--- src/rtl/apb_master_multi_bridge.sv ---
// Purpose   : APB4 master bridge; queued user commands become SETUP/ACCESS transfers to one of NUM_SLAVES slaves.
// Latency   : command pushed at edge N into an idle bridge -> SETUP after N+1, ACCESS after N+2, done after N+3 (zero-wait).
// Backpress : cmd_ready drops when the command FIFO holds CMD_DEPTH entries; a PREADY stall holds the FIFO head.
//
// Ports:
//   PCLK, PRESETn                      clock, async active-low reset
//   transfer/cmd_ready                 command push handshake
//   write_read, addr_in, wdata_in,     command fields (1=write)
//   strb_in
//   rdata_out, transfer_done, error    completion report (done is a 1-cycle pulse)
//   PADDR..PSTRB                       registered APB request outputs, PSEL one-hot
//   PRDATA, PREADY, PSLVERR            per-slave APB responses
module apb_master_multi_bridge #(
  parameter int ADDR_WIDTH     = 8,
  parameter int DATA_WIDTH     = 32,
  parameter int NUM_SLAVES     = 4,
  parameter int CMD_DEPTH      = 4,
  parameter int TIMEOUT_CYCLES = 16
) (
  input  logic                             PCLK,
  input  logic                             PRESETn,
  input  logic                             transfer,
  output logic                             cmd_ready,
  input  logic                             write_read,
  input  logic [ADDR_WIDTH-1:0]            addr_in,
  input  logic [DATA_WIDTH-1:0]            wdata_in,
  input  logic [DATA_WIDTH/8-1:0]          strb_in,
  output logic [DATA_WIDTH-1:0]            rdata_out,
  output logic                             transfer_done,
  output logic                             error,
  output logic [ADDR_WIDTH-1:0]            PADDR,
  output logic [NUM_SLAVES-1:0]            PSEL,
  output logic                             PENABLE,
  output logic                             PWRITE,
  output logic [DATA_WIDTH-1:0]            PWDATA,
  output logic [DATA_WIDTH/8-1:0]          PSTRB,
  input  logic [NUM_SLAVES*DATA_WIDTH-1:0] PRDATA,
  input  logic [NUM_SLAVES-1:0]            PREADY,
  input  logic [NUM_SLAVES-1:0]            PSLVERR
);

  localparam int STRB_W  = DATA_WIDTH / 8;
  localparam int SEL_W   = $clog2(NUM_SLAVES);
  localparam int PTR_W   = $clog2(CMD_DEPTH);
  localparam int CNT_W   = $clog2(CMD_DEPTH + 1);
  localparam int TO_W    = (TIMEOUT_CYCLES > 1) ? $clog2(TIMEOUT_CYCLES) : 1;
  localparam int TO_LAST = (TIMEOUT_CYCLES > 0) ? TIMEOUT_CYCLES - 1 : 0;

  typedef struct packed {
    logic [ADDR_WIDTH-1:0] addr;
    logic                  wr;
    logic [DATA_WIDTH-1:0] wdata;
    logic [STRB_W-1:0]     strb;
  } cmd_t;

  typedef enum logic [1:0] {S_IDLE, S_SETUP, S_ACCESS} state_t;

  // ---------------- command FIFO ----------------
  cmd_t             r_mem [CMD_DEPTH];
  logic [PTR_W-1:0] r_wr_ptr, r_rd_ptr;
  logic [CNT_W-1:0] r_count;
  logic             w_push, w_pop, w_empty;
  cmd_t             w_head;
  logic [SEL_W-1:0] w_head_idx;

  // Ready looks only at the count, so a same-cycle pop never makes room early.
  assign cmd_ready  = (r_count < CNT_W'(CMD_DEPTH));
  assign w_push     = transfer && cmd_ready;
  assign w_empty    = (r_count == '0);
  assign w_head     = r_mem[r_rd_ptr];
  assign w_head_idx = w_head.addr[ADDR_WIDTH-1 -: SEL_W];

  always_ff @(posedge PCLK) begin
    if (w_push) r_mem[r_wr_ptr] <= '{addr: addr_in, wr: write_read, wdata: wdata_in, strb: strb_in};
  end

  always_ff @(posedge PCLK or negedge PRESETn) begin
    if (!PRESETn) begin
      r_wr_ptr <= '0;
      r_rd_ptr <= '0;
      r_count  <= '0;
    end else begin
      if (w_push) r_wr_ptr <= (r_wr_ptr == PTR_W'(CMD_DEPTH - 1)) ? '0 : r_wr_ptr + PTR_W'(1);
      if (w_pop)  r_rd_ptr <= (r_rd_ptr == PTR_W'(CMD_DEPTH - 1)) ? '0 : r_rd_ptr + PTR_W'(1);
      if (w_push && !w_pop)      r_count <= r_count + CNT_W'(1);
      else if (!w_push && w_pop) r_count <= r_count - CNT_W'(1);
    end
  end

  // ---------------- APB engine ----------------
  state_t                r_state, w_state_nxt;
  logic [ADDR_WIDTH-1:0] r_paddr, w_paddr_nxt;
  logic [NUM_SLAVES-1:0] r_psel, w_psel_nxt;
  logic                  r_penable, w_penable_nxt;
  logic                  r_pwrite, w_pwrite_nxt;
  logic [DATA_WIDTH-1:0] r_pwdata, w_pwdata_nxt;
  logic [STRB_W-1:0]     r_pstrb, w_pstrb_nxt;
  logic [DATA_WIDTH-1:0] r_rdata, w_rdata_nxt;
  logic                  r_done, w_done_nxt;
  logic                  r_err, w_err_nxt;
  logic [TO_W-1:0]       r_to_cnt;

  logic                  w_sel_pready, w_sel_pslverr, w_timeout, w_complete;
  logic [DATA_WIDTH-1:0] w_sel_prdata;

  // Response mux keyed by the registered one-hot select, so other slaves are ignored.
  always_comb begin
    w_sel_pready  = 1'b0;
    w_sel_pslverr = 1'b0;
    w_sel_prdata  = '0;
    for (int i = 0; i < NUM_SLAVES; i++) begin
      if (r_psel[i]) begin
        w_sel_pready  = PREADY[i];
        w_sel_pslverr = PSLVERR[i];
        w_sel_prdata  = PRDATA[i*DATA_WIDTH +: DATA_WIDTH];
      end
    end
  end

  // Abort on the TIMEOUT_CYCLES-th consecutive ACCESS cycle with PREADY low.
  assign w_timeout  = (TIMEOUT_CYCLES > 0) && (r_state == S_ACCESS) && !w_sel_pready &&
                      (r_to_cnt == TO_W'(TO_LAST));
  assign w_complete = (r_state == S_ACCESS) && (w_sel_pready || w_timeout);
  assign w_pop      = !w_empty && ((r_state == S_IDLE) || w_complete);

  always_ff @(posedge PCLK or negedge PRESETn) begin
    if (!PRESETn)                                   r_to_cnt <= '0;
    else if (r_state == S_SETUP)                    r_to_cnt <= '0;
    else if (r_state == S_ACCESS && !w_sel_pready && !w_timeout)
                                                    r_to_cnt <= r_to_cnt + TO_W'(1);
  end

  always_ff @(posedge PCLK or negedge PRESETn) begin
    if (!PRESETn) r_state <= S_IDLE;
    else          r_state <= w_state_nxt;
  end

  always_comb begin
    w_state_nxt = r_state;
    case (r_state)
      S_IDLE:   if (!w_empty) w_state_nxt = S_SETUP;
      S_SETUP:  w_state_nxt = S_ACCESS;
      S_ACCESS: if (w_complete) w_state_nxt = w_empty ? S_IDLE : S_SETUP;
      default:  w_state_nxt = S_IDLE;
    endcase
  end

  always_comb begin
    w_paddr_nxt   = r_paddr;
    w_psel_nxt    = r_psel;
    w_penable_nxt = r_penable;
    w_pwrite_nxt  = r_pwrite;
    w_pwdata_nxt  = r_pwdata;
    w_pstrb_nxt   = r_pstrb;
    w_rdata_nxt   = r_rdata;
    w_done_nxt    = 1'b0;
    w_err_nxt     = 1'b0;
    if (r_state == S_SETUP) w_penable_nxt = 1'b1;
    if (w_complete) begin
      w_done_nxt    = 1'b1;
      w_err_nxt     = w_timeout | w_sel_pslverr;
      if (!r_pwrite) w_rdata_nxt = w_timeout ? '0 : w_sel_prdata;
      w_psel_nxt    = '0;
      w_penable_nxt = 1'b0;
    end
    // Loading the next command overrides the drop to idle, giving gap-free back-to-back SETUPs.
    if (w_pop) begin
      w_paddr_nxt   = w_head.addr;
      w_pwrite_nxt  = w_head.wr;
      w_pwdata_nxt  = w_head.wr ? w_head.wdata : '0;
      w_pstrb_nxt   = w_head.wr ? w_head.strb  : '0;
      w_psel_nxt    = NUM_SLAVES'(1) << w_head_idx;
      w_penable_nxt = 1'b0;
    end
  end

  always_ff @(posedge PCLK or negedge PRESETn) begin
    if (!PRESETn) begin
      r_paddr   <= '0;
      r_psel    <= '0;
      r_penable <= 1'b0;
      r_pwrite  <= 1'b0;
      r_pwdata  <= '0;
      r_pstrb   <= '0;
      r_rdata   <= '0;
      r_done    <= 1'b0;
      r_err     <= 1'b0;
    end else begin
      r_paddr   <= w_paddr_nxt;
      r_psel    <= w_psel_nxt;
      r_penable <= w_penable_nxt;
      r_pwrite  <= w_pwrite_nxt;
      r_pwdata  <= w_pwdata_nxt;
      r_pstrb   <= w_pstrb_nxt;
      r_rdata   <= w_rdata_nxt;
      r_done    <= w_done_nxt;
      r_err     <= w_err_nxt;
    end
  end

  assign PADDR         = r_paddr;
  assign PSEL          = r_psel;
  assign PENABLE       = r_penable;
  assign PWRITE        = r_pwrite;
  assign PWDATA        = r_pwdata;
  assign PSTRB         = r_pstrb;
  assign rdata_out     = r_rdata;
  assign transfer_done = r_done;
  assign error         = r_err;

endmodule
--- config.mk ---
export PLATFORM = sky130hd
export DESIGN_NAME = apb_master_multi_bridge
export DESIGN_NICKNAME = d
export VERILOG_FILES = /design/src/rtl/apb_master_multi_bridge.sv
export SDC_FILE = /design/constraint.sdc
export NUM_CORES = 1
export LEC_CHECK = 0
export CAP_MARGIN = 30
export CORE_AREA = 2 2 153 184
export DETAILED_ROUTE_END_ITERATION = 16
export DIE_AREA = 0 0 155 186
export MAX_ROUTING_LAYER = met4
export PLACE_DENSITY = 0.75
export SYNTH_ARGS = -nofsm -noshare
export SYNTH_HDL_FRONTEND = slang
export SYNTH_SLANG_ARGS = --single-unit
--- constraint.sdc ---
create_clock -name PCLK -period 2.35 [get_ports PCLK]
set_input_delay 0.47 -clock PCLK [delete_from_list [all_inputs] [get_ports PCLK]]
set_output_delay 0.47 -clock PCLK [all_outputs]
set_load 0.01 [all_outputs]
==> flow_metrics.env, run 1 <==
export IMPL_wirelength_um=29900
export IMPL_critPathKind="reg2reg"
export IMPL_netlist_top_cells_area="edfxtp_1 45%, dfrtp_1 20%, mux4_2 8.4%"
export IMPL_io_buffers=268
export IMPL_min_path_type="in2async"
export IMPL_clkSlewWorstSetupHoldPaths_ns=0.07
export IMPL_die_h_um=186
export IMPL_crit_path_end_kind="flop"
export IMPL_avgSynthCellArea_um2=14.6
export IMPL_grt_pass1_wl_um=45900
export IMPL_setup_tns_ns=0
export IMPL_io_pins=269
export IMPL_initial_core_util_pct=44.5
export IMPL_leakage_uw=0.00624
export IMPL_seq_area_frac_synth_pct=65.2
export IMPL_r2r_end="r_count[1]"
export IMPL_async_reset_ff_share_pct=35.0
export IMPL_synth_area_leader_cell="edfxtp_1"
export IMPL_period_minus_slack_ns=2.27
export IMPL_core_rowCount=66
export IMPL_fill_cells=2083
export IMPL_finalNetCount=1299
export IMPL_synth_most_common_cell="edfxtp_1"
export IMPL_syn_nets=1013
export IMPL_rsz0062_at_grt="false"
export IMPL_clkLatencyLatePin_ns=0.53
export IMPL_setup_viol=0
export IMPL_numCtsBuffers=27
export IMPL_synth_top_area_share_pct=45.0
export IMPL_max_slew_margin_pct=58.2
export IMPL_ant_nets=0
export IMPL_tightest_slew_ns=0.627
export IMPL_power_share_clock_pct=21.5
export IMPL_synthTopCellsByCount="180 x edfxtp_1, 97 x dfrtp_1, 78 x inv_1, 75 x nand2_1, 45 x mux4_2"
export IMPL_viasPerCell=5.42
export IMPL_yosysUniqueCellTypes=43
export IMPL_cts_sinks=277
export IMPL_synth_flop_cell="edfxtp_1"
export IMPL_root_buffer="clkbuf_16"
export IMPL_grt_overflow_total=0
export IMPL_die_x_um=155
export IMPL_comb_power_share_pct=41.6
export IMPL_die_area_um2=28800
export IMPL_worstRegToRegCells=8
export IMPL_intPower_uw=13000
export IMPL_track_usage_pct=21.2
export IMPL_reg2reg_from="PSEL[1]"
export IMPL_setup_worst_path_start="PSEL[1]"
export IMPL_fmax_mhz=441
export IMPL_fin_crit_sh_pct=96.5
export IMPL_crit_required_ns=2.76
export IMPL_synth_edf_count=180
export IMPL_area_growth_pct=35.6
export IMPL_grt_pass1_vias=8344
export IMPL_drt_initial_drc_count=580
export IMPL_core_um2=27000
export IMPL_hpwl_um=20600
export IMPL_status="finished, final reports clean"
export IMPL_switching_share_pct=32.9
export IMPL_cp_max_fo=7
export IMPL_fin_util_pct=60.3
export IMPL_htreeDepth=1
export IMPL_ir_worst_vdd_mv=0.839
export IMPL_wl_per_cell_um=20.3
export IMPL_firstDrtPassIters=5
export IMPL_yosysWarnings=0
export IMPL_crit_end="r_count[1]"
export IMPL_cts_path_max_buffers=3
export IMPL_syn_cell_area_um2=12000
export IMPL_drc_errors=0
export IMPL_syn_instance_count=821
export IMPL_vias=7961
export IMPL_drive_gt1_share_pct=14.8
export IMPL_antenna_found_initial=3
export IMPL_maxSlewViolCount=0
export IMPL_pwr_share_seq_pct=36.9
export IMPL_p_sw_uw=6340
export IMPL_fin_skew_ns=0.0185
export IMPL_arrival_ns=2.68
export IMPL_report_final_hold_viol_count=0
export IMPL_synth_seq_cells=277
export IMPL_grt_max_degree=66
export IMPL_rrSetupSlack_ns=0.08
export IMPL_place_congestion=0.826
export IMPL_startpoint_type="flop"
export IMPL_cts_tree="yes"
export IMPL_pwr_density_cell_nw_per_um2=1190
export IMPL_maxCapViolCount=0
-- state kept, by name (all words and copies together) (netlist names) --
| signal | count |
|---|---|
| rdata_out | 32 |
| r_count | 3 |
| PADDR | 8 |
| PSEL | 4 |
| r_mem | 180 |
| PSTRB | 4 |
| r_to_cnt | 4 |
| PENABLE | 1 |
| r_state | 2 |
| error | 1 |
| transfer_done | 1 |
| r_wr_ptr | 2 |
| PWDATA | 32 |
| PWRITE | 1 |
| r_rd_ptr | 2 |
-- kinds of logic after synthesis --
logic type | synth area share (%)
AO/OA/AOI/OAI | 10.2
XOR/XNOR | 0.219
adder cells (fa/ha/maj) | 0.896
buffers and inverters | 4.93
flip-flops | 65.2
multiplexers | 12.7
AND/OR/NAND/NOR | 5.85
-- per-stage QoR --
stage | setup slack, ns | area (um^2) | power, uW | std cells | hold slack (ns)
5_1_grt | 0.0110 | 16300 | 20400 | 1470 | 0.495
4_1_cts | 0.0339 | 16300 | 19500 | 1466 | 0.483
3_3_place_gp | -0.242 | 15400 | 15100 | 1416 | 0.463
3_5_place_dp | -0.288 | 15400 | 15300 | 1416 | 0.472
6_report | 0.0832 | 16300 | 19300 | 1470 | 0.475
2_1_floorplan | -0.138 | 12100 | 11900 | 821 | 0.174
-- what timing repair did --
action | 4_1_cts | 5_1_grt
resized for setup | 5 | 2
buffers inserted | 0 | 1
endpoints found under the setup margin | 3 | 4
hold buffers | 1 | 0
hold endpoints to repair | 32 | 0
pin swaps | 0 | 1
-- power groups by stage --
stage               Sequential (uW)  Combinational (uW)  Clock [uW]
finish                         7130                8030        4140
global route                   7250                8710        4450
CTS                            7160                8130        4250
detailed placement             7230                8070           0
global placement               7200                7910           0
floorplan                      7260                4630           0
-- critical path: stages (launching register included) --
cell	delay (ns)
dfrtp_2	0.48
nand3b_1	0.27
a221oi_4	0.32
o21a_4	0.17
inv_2	0.04
ha_4	0.15
inv_2	0.05
fa_1	0.41
mux2_4	0.27
-- placed cells by master (no fill, tap or decap), types with 3 or more instances in the layout --
cell type        instances
a2111oi_0               32
a21o_1                  32
a21oi_1                 38
a221o_1                 33
and2_2                   4
and3_1                   3
buf_12                  12
buf_4                   37
clkbuf_1                 6
clkbuf_16               27
clkbuf_8                 4
clkdlybuf4s50_1        267
clkinv_2                 3
clkinvlp_4               3
dfrtp_1                 92
dfrtp_2                  4
diode_2                  3
edfxtp_1               180
ha_1                     6
inv_1                   76
mux2_2                  11
mux2i_1                 37
mux4_2                  45
nand2_1                 74
nand3_1                  3
nand3b_1                34
nor2_1                   9
nor2b_1                  6
nor3_1                   4
o211ai_1                 3
o21ai_0                  5
o31ai_1                  3
-- how the worst min path moves through the flow --
| stage | to | slack, ns | cells after the start |
|---|---|---|---|
| floorplan | PADDR[0] | 0.17 | 0 |
| global placement | rdata_out[31] | 0.46 | 1 |
| detailed placement | rdata_out[3] | 0.47 | 1 |
| CTS | rdata_out[19] | 0.48 | 2 |
| global route | rdata_out[17] | 0.49 | 2 |
| finish | rdata_out[17] | 0.47 | 2 |
-- layout make-up --
type / count / area [um^2] / area share (%)
repair buffers: 319 / 3230 / 19.8
inverters: 78 / 293 / 1.80
multi-input cells: 404 / 3630 / 22.3
well taps: 340 / 425 / 2.61
diodes: 3 / 7.51 / 0.0461
clock inverters: 12 / 101 / 0.623
clock buffers: 37 / 753 / 4.63
flip-flops and latches: 277 / 7840 / 48.2
-- layer usage --
| layer | vias to the layer above | routed length, um | global-route usage, % |
|---|---|---|---|
| met3 | 34 | 2710 | 5.98 |
| met4 | 0 | 541 | 4.81 |
| li1 | 3672 | - | - |
| met1 | 3941 | 11800 | 25.2 |
| met2 | 314 | 14800 | 36.1 |
| met5 | - | 0 | - |
Note: power is estimated with default switching activity, not from simulation.
==> run 2, diff against run 1 <==
Settings changed: REMOVE_ABC_BUFFERS set to 1.
==> run 2 against run 1 <==
  * Sequential power about the same
  * Highest routed layer unchanged
  * Fmax up 0.17%
  * Total power up 0.53%
  * Register-to-register slack better by 0.04 ns
  * Setup slack better by 0.0038 ns
  * Clock power up 7.5%
  * Critical path depth down 6
  * Via count down 0.72%
  * Global-route usage down 0.11 points
  * Critical endpoint is now PSEL[0]
  * Non-clock buffer count down 4
  * Count of clock-buffer cells in the layout down 2
  * Largest power group unchanged
  * Largest cell class unchanged
  * Combinational power down 3.0%
==> flow_metrics.env, run 2 (synthesis results as in run 1) <==
export IMPL_status="finished, final reports clean"
export IMPL_pre_cts_slack_ns=-0.375
export IMPL_track_usage_pct=21.1
export IMPL_wl_per_cell_um=20.3
export IMPL_io_buffers=268
export IMPL_fill_cells=2070
export IMPL_finalNetCount=1296
export IMPL_period_minus_slack_ns=2.26
export IMPL_critPathKind="reg2out"
export IMPL_whs_ns=0.424
export IMPL_clkSlewWorstSetupHoldPaths_ns=0.06
export IMPL_final_cell_mix="267 x clkdlybuf4s50_1, 180 x edfxtp_1, 92 x dfrtp_1"
export IMPL_met3WireLength_um=3010
export IMPL_startpoint_type="flop"
export IMPL_leakage_uw=0.00625
export IMPL_grt_pass1_wl_um=45400
export IMPL_core_rowCount=66
export IMPL_report_final_hold_viol_count=0
export IMPL_grt_max_degree=66
export IMPL_min_path_type="in2async"
export IMPL_placed_cells=1413
export IMPL_slowest_delay_ns=0.60
export IMPL_crit_buf_inv=2
export IMPL_max_slew_margin_pct=59.5
export IMPL_grt_overflow_total=0
export IMPL_cts_setup_buffers=0
export IMPL_hpwl_um=19900
export IMPL_dr_wl_met2_um=14700
export IMPL_dr_max_layer_used="met4"
export IMPL_initial_core_util_pct=44.5
export IMPL_die_h_um=186
export IMPL_layout_commonest_cell="clkdlybuf4s50_1"
export IMPL_tightest_slew_ns=0.608
export IMPL_finalNonFillerCells=1467
export IMPL_cp_top_family="buffers and inverters"
export IMPL_crit_required_ns=1.88
export IMPL_root_buffer="clkbuf_16"
export IMPL_viasPerCell=5.39
export IMPL_fmax_mhz=442
export IMPL_area_growth_pct=35.3
export IMPL_arrival_ns=1.79
export IMPL_maxSlewViolCount=0
export IMPL_cp_max_fo=35
export IMPL_maxCapViolCount=0
export IMPL_ant_nets=0
export IMPL_cp_slowest_cell="clkdlybuf4s50_1"
export IMPL_die_x_um=155
export IMPL_place_congestion=0.826
export IMPL_numCtsBuffers=28
export IMPL_die_area_um2=28800
export IMPL_fin_skew_ns=0.0352
export IMPL_drt_initial_drc_count=593
export IMPL_largest_register_ffs=180
export IMPL_core_um2=27000
export IMPL_cts_path_max_buffers=3
export IMPL_vias=7904
export IMPL_wl_met1_um=11400
export IMPL_antenna_found_initial=1
export IMPL_io_pins=269
export IMPL_crit_path_end_kind="output port"
export IMPL_rsz0062_at_grt="false"
export IMPL_setup_slack_ns=0.0870
export IMPL_clkLatencyLatePin_ns=0.55
export IMPL_grt_pass1_vias=8144
export IMPL_pwr_density_cell_nw_per_um2=1190
export IMPL_crit_chain="buf_6 > clkdlybuf4s50_1"
export IMPL_drc_errors=0
export IMPL_wirelength_um=29800
export IMPL_htreeDepth=1
export IMPL_cts_sinks=277
export IMPL_fin_crit_sh_pct=96.3
export IMPL_firstDrtPassIters=5
export IMPL_setup_viol=0
export IMPL_ir_worst_vdd_mv=0.696
export IMPL_drive_gt1_share_pct=14.2
export IMPL_regMostFlops="r_mem"
export IMPL_cts_tree="yes"
run 2: worst reg2reg max path: cells and delay by family, from the launching register on:
family,cells,cell delay [ns]
AOI/OAI and AO/OA,2,0.33
adders and majority gates,2,0.53
xor gates and xnor gates,2,0.27
DFF,1,0.45
and+or+nand+nor,2,0.48
buffers and inverters,2,0.11
run 2: what timing repair did:
action,CTS,global route
resized for setup,1,1
hold endpoints to repair,34,0
endpoints found under the setup margin,1,2
hold buffers,1,0
run 2: worst paths after layout:
| check | endpoint | slack (ns) | start | cells past startpoint |
|---|---|---|---|---|
| min in group PCLK | rdata_out[14] | 0.48 | rdata_out[14] | 1 |
| max in group asynchronous | rdata_out[26] | 1.19 | PRESETn | 3 |
| hold reg to reg | rdata_out[14] | 0.48 | rdata_out[14] | 1 |
| setup / recovery | PSEL[0] | 0.09 | PSEL[0] | 2 |
| setup reg to reg | r_count[2] | 0.12 | PSEL[3] | 10 |
| hold / removal | PWDATA[14] | 0.42 | PRESETn | 2 |
run 2: cell type report:
type	count	area [um^2]	area share, %
diodes	1	2.50	0.0154
clock buffers	35	758	4.67
clock inverters	17	173	1.06
inverters	78	293	1.80
multi-input cells	404	3600	22.1
flip-flops and latches	277	7840	48.3
well taps	340	425	2.62
repair buffers	315	3150	19.4
run 2: per-layer routing:
layer  track usage [%]  up-vias
li1                  -     3676
met1              24.1     3882
met2              36.1      305
met3              6.66       41
met4              5.52        0
met5                 -        -
run 2: report_power, final:
| part | leakage, uW | switching, uW | total, uW | internal [uW] |
|---|---|---|---|---|
| Clock | 0.000456 | 1830 | 4450 | 2620 |
| Sequential | 0.00287 | 732 | 7160 | 6430 |
| Combinational | 0.00293 | 3750 | 7790 | 4040 |
| Total | 0.00625 | 6310 | 19400 | 13100 |
run 2: per-stage QoR:
| step | setup TNS [ns] | total power (uW) | cell area (um^2) | utilization, % |
|---|---|---|---|---|
| after CTS | 0 | 19700 | 16200 | 60.1 |
| after floorplan | -134.82 | 11500 | 11700 | - |
| after global placement | -3.65 | 15000 | 15300 | 56.6 |
| after detailed placement | -5.27 | 15100 | 15300 | 56.6 |
| after global routing | 0 | 20500 | 16200 | 60.1 |
| final | 0 | 19400 | 16200 | 60.1 |
==> RTL change 1: new RTL, config.mk and constraints of run 2 <==
`DATA_WIDTH`: 32 -> 36.
--- a/src/rtl/apb_master_multi_bridge.sv
+++ b/src/rtl/apb_master_multi_bridge.sv
@@ -12,7 +12,7 @@
 //   PRDATA, PREADY, PSLVERR            per-slave APB responses
 module apb_master_multi_bridge #(
   parameter int ADDR_WIDTH     = 8,
-  parameter int DATA_WIDTH     = 32,
+  parameter int DATA_WIDTH     = 36,
   parameter int NUM_SLAVES     = 4,
   parameter int CMD_DEPTH      = 4,
   parameter int TIMEOUT_CYCLES = 16
Ports: changed (resized PRDATA, PWDATA, rdata_out and wdata_in); port bits go from 269 to 297. The function was not compared with the original's and may differ.
==> RTL change 1 against run 2 <==
Final cell count rose by 3.9%; synthesized cell count rose by 3.7%; critical path depth is the same; synthesized area is 11% higher; setup slack lost 18 ps; combinational power grew 13%; sequential cell count increased by 24; global-route usage grew 1.4 points; via count is 7.9% higher; wire length rose by 7.5%; power grew 9.6%; cell area up 11%; critical path type unchanged; largest power group unchanged.
==> RTL change 1: results (changes against run 2) <==
[yosys]
netlist_top_cells_area = edfxtp_1, dfrtp_1, mux4_2
async_reset_ff_frac = 0.349  ; -0.00134
synth_mux_area_frac = 0.159  ; +0.0325
synthTopCellsByCount = edfxtp_1, dfrtp_1, mux2_2
synthDistinctLibCells = 41  ; -4.7%
synthXorXnorAreaFrac = 0.00198  ; -0.000210
synth_compound_area_frac = 0.0818  ; -0.0203
ys_ff_latch = 301  ; +8.7%
yosysSeqAreaShare = 0.641  ; -0.0114
syn_inst = 851  ; +3.7%
synth_adder_area_share = 0.00810  ; -0.000861

[drt]
firstDrtPassIters = 4  ; -1
via_per_inst = 5.60  ; +3.9%
drtIter0Drc = 478  ; -19%
dr_wl_met3_um = 3050  ; +1.5%
wirelength_um = 32100  ; +7.5%
wl_per_cell_um = 21.0  ; +3.5%
m1WireLength_um = 12600  ; +10%
wl_met2_um = 15800  ; +7.5%

[layout]
diodes = 3  ; +2
buf_share = 0.196  ; +0.00199
final_layout_size_suffix_gt1_frac = 0.209  ; +0.0670
clkbuf_count = 34  ; -2.9%
largest_reg_flops = 196  ; +8.9%
multi_input_gates = 437  ; +8.2%
multi_input_area_mm2 = 0.00433  ; +20%
seqCellArea_mm2 = 0.00852  ; +8.7%
buffers = 345  ; +9.5%
clock_area_frac = 0.0557  ; -0.00164
design_area_mm2 = 0.0180  ; +11%
fillCellCount = 1909  ; -7.8%

[sta]
relSlewSlack = 0.523  ; -0.0714
whs_ps = 330  ; -93.8 ps
fin_skew_ps = 15.8  ; -19.4 ps
layout_setup_ws_ps = 69.1  ; -17.9 ps

[place]
place_inst = 1467  ; +3.8%
hpwl_um = 21800  ; +9.3%
dp_slack_ps = -399  ; -24.5 ps
globalplace.congestion = 0.797  ; -3.5%
placed_area_mm2 = 0.0170  ; +11%
portBuffers = 296  ; +10%

[critical_path]
r2r_start = PSEL[1]$_DFFE_PN0N_
worst_ep_required_time_ps = 1880  ; about the same
critPathMaxFanout = 39  ; +11%
r2r-end = r_count[1]$_DFFE_PN0P_
worst_r2r_path_depth = 8  ; -2

[global_route]
met2_usage = 0.380  ; +0.0194
antenna_found_initial = 3  ; +2
globalRouteTotalUtil = 0.225  ; +0.0139
use_met1 = 0.267  ; +0.0258
grtUsageMet3 = 0.0701  ; +0.00349
grt_pass1_vias = 8691  ; +6.7%
grt_max_degree = 74  ; +12%

[pwr]
leakage_nw = 6.60  ; +5.6%
ir_drop_mv = 0.774  ; +11%
power_switching_mw = 6.56  ; +4.0%

[cts]
cts_resized = 1  ; unchanged
cts_buffers = 29  ; +3.6%

[outcome]
status = completed

RTL change 1: cell count changes in the layout (fill, tap and decap cells not counted), sizes merged, moves of 8 or more:
| cell | run 2 | this run |
|---|---|---|
| a21o | 32 | 0 |
| clkdlybuf4s50 | 267 | 295 |
| mux2i | 37 | 4 |
| a221oi | 2 | 38 |
| inv | 79 | 46 |
| and2 | 4 | 41 |
| dfrtp | 97 | 105 |
| mux2 | 12 | 88 |
| edfxtp | 180 | 196 |
| nand2 | 75 | 6 |
| a2111oi | 32 | 0 |
| o32a | 0 | 36 |
| nor2b | 6 | 46 |
| a221o | 33 | 2 |
RTL change 1: power by group through the flow:
stage	Sequential [mW]	Clock (mW)	Combinational, mW
floorplan	8.36	0	4.37
global placement	7.73	0	8.70
detailed placement	7.76	0	8.84
CTS	7.68	4.94	8.91
global route	7.80	5.14	9.48
finish	7.65	4.81	8.79
==> RTL change 2: new RTL, flow settings as in run 2 <==
Made on the original files. Re-encode `state_t` (3 states) as one-hot, 3 bits wide.
--- a/src/rtl/apb_master_multi_bridge.sv
+++ b/src/rtl/apb_master_multi_bridge.sv
@@ -53,7 +53,7 @@
     logic [STRB_W-1:0]     strb;
   } cmd_t;
 
-  typedef enum logic [1:0] {S_IDLE, S_SETUP, S_ACCESS} state_t;
+  typedef enum logic [2:0] {S_IDLE = 3'b001, S_SETUP = 3'b010, S_ACCESS = 3'b100} state_t;
 
   // ---------------- command FIFO ----------------
   cmd_t             r_mem [CMD_DEPTH];
Formal check against the unedited RTL: same outputs for any inputs over 4 cycles, from zero or initial values and one cycle with PRESETn low; so few cycles prove little.
==> RTL change 2 against run 2 <==
Setup slack got worse by 38 ps; cell area is 0.83% lower; power decreased by 2.8%; synthesized area shrank 1.8%; synthesized cell count decreased by 10%; utilization shrank 0.50 points; wire length down 4.6%; sequential cell count up 1; final cell count shrank 5.5%.
==> RTL change 2: results (changes against run 2) <==
[outcome]
status = completed

[critical_path]
critical-path-max-stage-delay_ps = 370  ; -230 ps
startpoint = PSEL[1]$_DFFE_PN0N_
worst_r2r_path_depth = 11  ; +1
r2r-end = r_count[2]$_DFFE_PN0P_
crit_type = reg -> reg
worst_ep_required_time_ps = 2800  ; +920 ps
critPathSlowestCell = dfrtp_1
r2r_setup_slack_ps = 50  ; -70 ps
critPathMaxFanout = 3  ; -91%

[global_route]
grt_pass1_wl_um = 42500  ; -6.4%
grt_pass1_vias = 7574  ; -7.0%
use_met1 = 0.215  ; -0.0260
grtUsageMet3 = 0.0717  ; +0.00512
met2_usage = 0.352  ; -0.00871
globalRouteTotalUtil = 0.199  ; -0.0119
antenna_found_initial = 2  ; +1
grt_max_degree = 65  ; -1.5%

[drt]
dr_wl_met3_um = 2870  ; -4.5%
m1WireLength_um = 10800  ; -5.2%
wl_met2_um = 14300  ; -2.9%
drtIter0Drc = 473  ; -20%
wl_per_cell_um = 20.5  ; +1.0%
firstDrtPassIters = 4  ; -1

[pwr]
leakage_nw = 5.88  ; -5.9%
pg_seq_mw = 6.89  ; -3.8%
intPower_mw = 13.2  ; +0.53%
p_sw_frac = 0.302  ; -0.0233
ir_drop_mv = 0.788  ; +13%
powerClk_mw = 4.29  ; -4%

[layout]
final_layout_size_suffix_gt1_frac = 0.190  ; +0.0476
fillCellCount = 2041  ; -1.4%
finalNetCount = 1215  ; -6.3%

[yosys]
async_reset_ff_frac = 0.353  ; +0.00234
netlist_top_cells_area = edfxtp_1, dfrtp_1, mux4_2
synth-main-ff-cell = edfxtp_1
synthTopCellsByCount = edfxtp_1, dfrtp_1, nor2b_1
synth_edf_count = 180  ; unchanged
yosysSeqAreaShare = 0.667  ; +0.0144
yosysWarnings = 0  ; unchanged
synthDistinctLibCells = 49  ; +14%

[sta]
whs_ps = 399  ; -24.8 ps
relSlewSlack = 0.661  ; +0.0666
fin_skew_ps = 14.5  ; -20.8 ps

[place]
portBuffers = 268  ; unchanged
globalplace.congestion = 0.800  ; -3.2%
hpwl_um = 19700  ; -1.2%

[cts]
clock_latency_ps = 530  ; -20 ps
clk_path_buf_depth = 3  ; unchanged
cts_buffers = 27  ; -3.6%

==> RTL change 2: changes by cell type after synthesis, moves of 34 or more <==
cell / before / now
nor2b_1: 6 / 72
mux2_4: 0 / 43
inv_1: 78 / 7
nand3b_1: 34 / 0
==> RTL change 2: area by class of cell <==
| class | instances | area share |
|---|---|---|
| Timing Repair Buffer | 308 | 0.198 |
| Inverter | 7 | 0.00163 |
| Clock inverter | 15 | 0.0100 |
| Antenna cell | 2 | 0.000311 |
| Tap cell | 340 | 0.0264 |
| Clock buffer | 35 | 0.0451 |
| Multi-Input combinational cell | 401 | 0.230 |
| Sequential cell | 278 | 0.488 |
==> RTL change 2: timing repair <==
action | CTS | global route
pin swaps | 7 | 7
hold buffers | 1 | 0
gates resized for setup | 10 | 4
setup endpoints to repair | 5 | 4
hold endpoints to repair | 20 | 0
buffers inserted | 1 | 1
==> RTL change 2: through the flow <==
| step | setup TNS, ps | cell area, µm² | instances | util | setup WS (ps) |
|---|---|---|---|---|---|
| after floorplan | -138840 | 11500 | 686 | - | -2660 |
| after global placement | -10910 | 15100 | 1330 | 0.560 | -525 |
| after detailed placement | -11430 | 15100 | 1331 | 0.561 | -545 |
| after CTS | -25.1 | 16100 | 1383 | 0.595 | -18.2 |
| after global routing | -67.2 | 16100 | 1386 | 0.596 | -67.2 |
| final | 0 | 16100 | 1386 | 0.596 | 48.7 |
==> RTL change 2: worst max-delay path, delay by kind of cell, from the launching register on <==
family	cells	cell delay (ps)
compound gates	1	200
xor+xnor	2	280
fa+ha+maj	2	450
buf+inv	2	90
flops	1	370
simple gates	4	830
==> RTL change 2: logic make-up after synthesis <==
group	count (synthesis)	share of synthesized area
flops	278	0.667
simple gates	176	0.0794
compound gates	117	0.0713
mux	96	0.147
buf+inv	59	0.0233
fa+ha+maj	8	0.00913
xor+xnor	4	0.00297
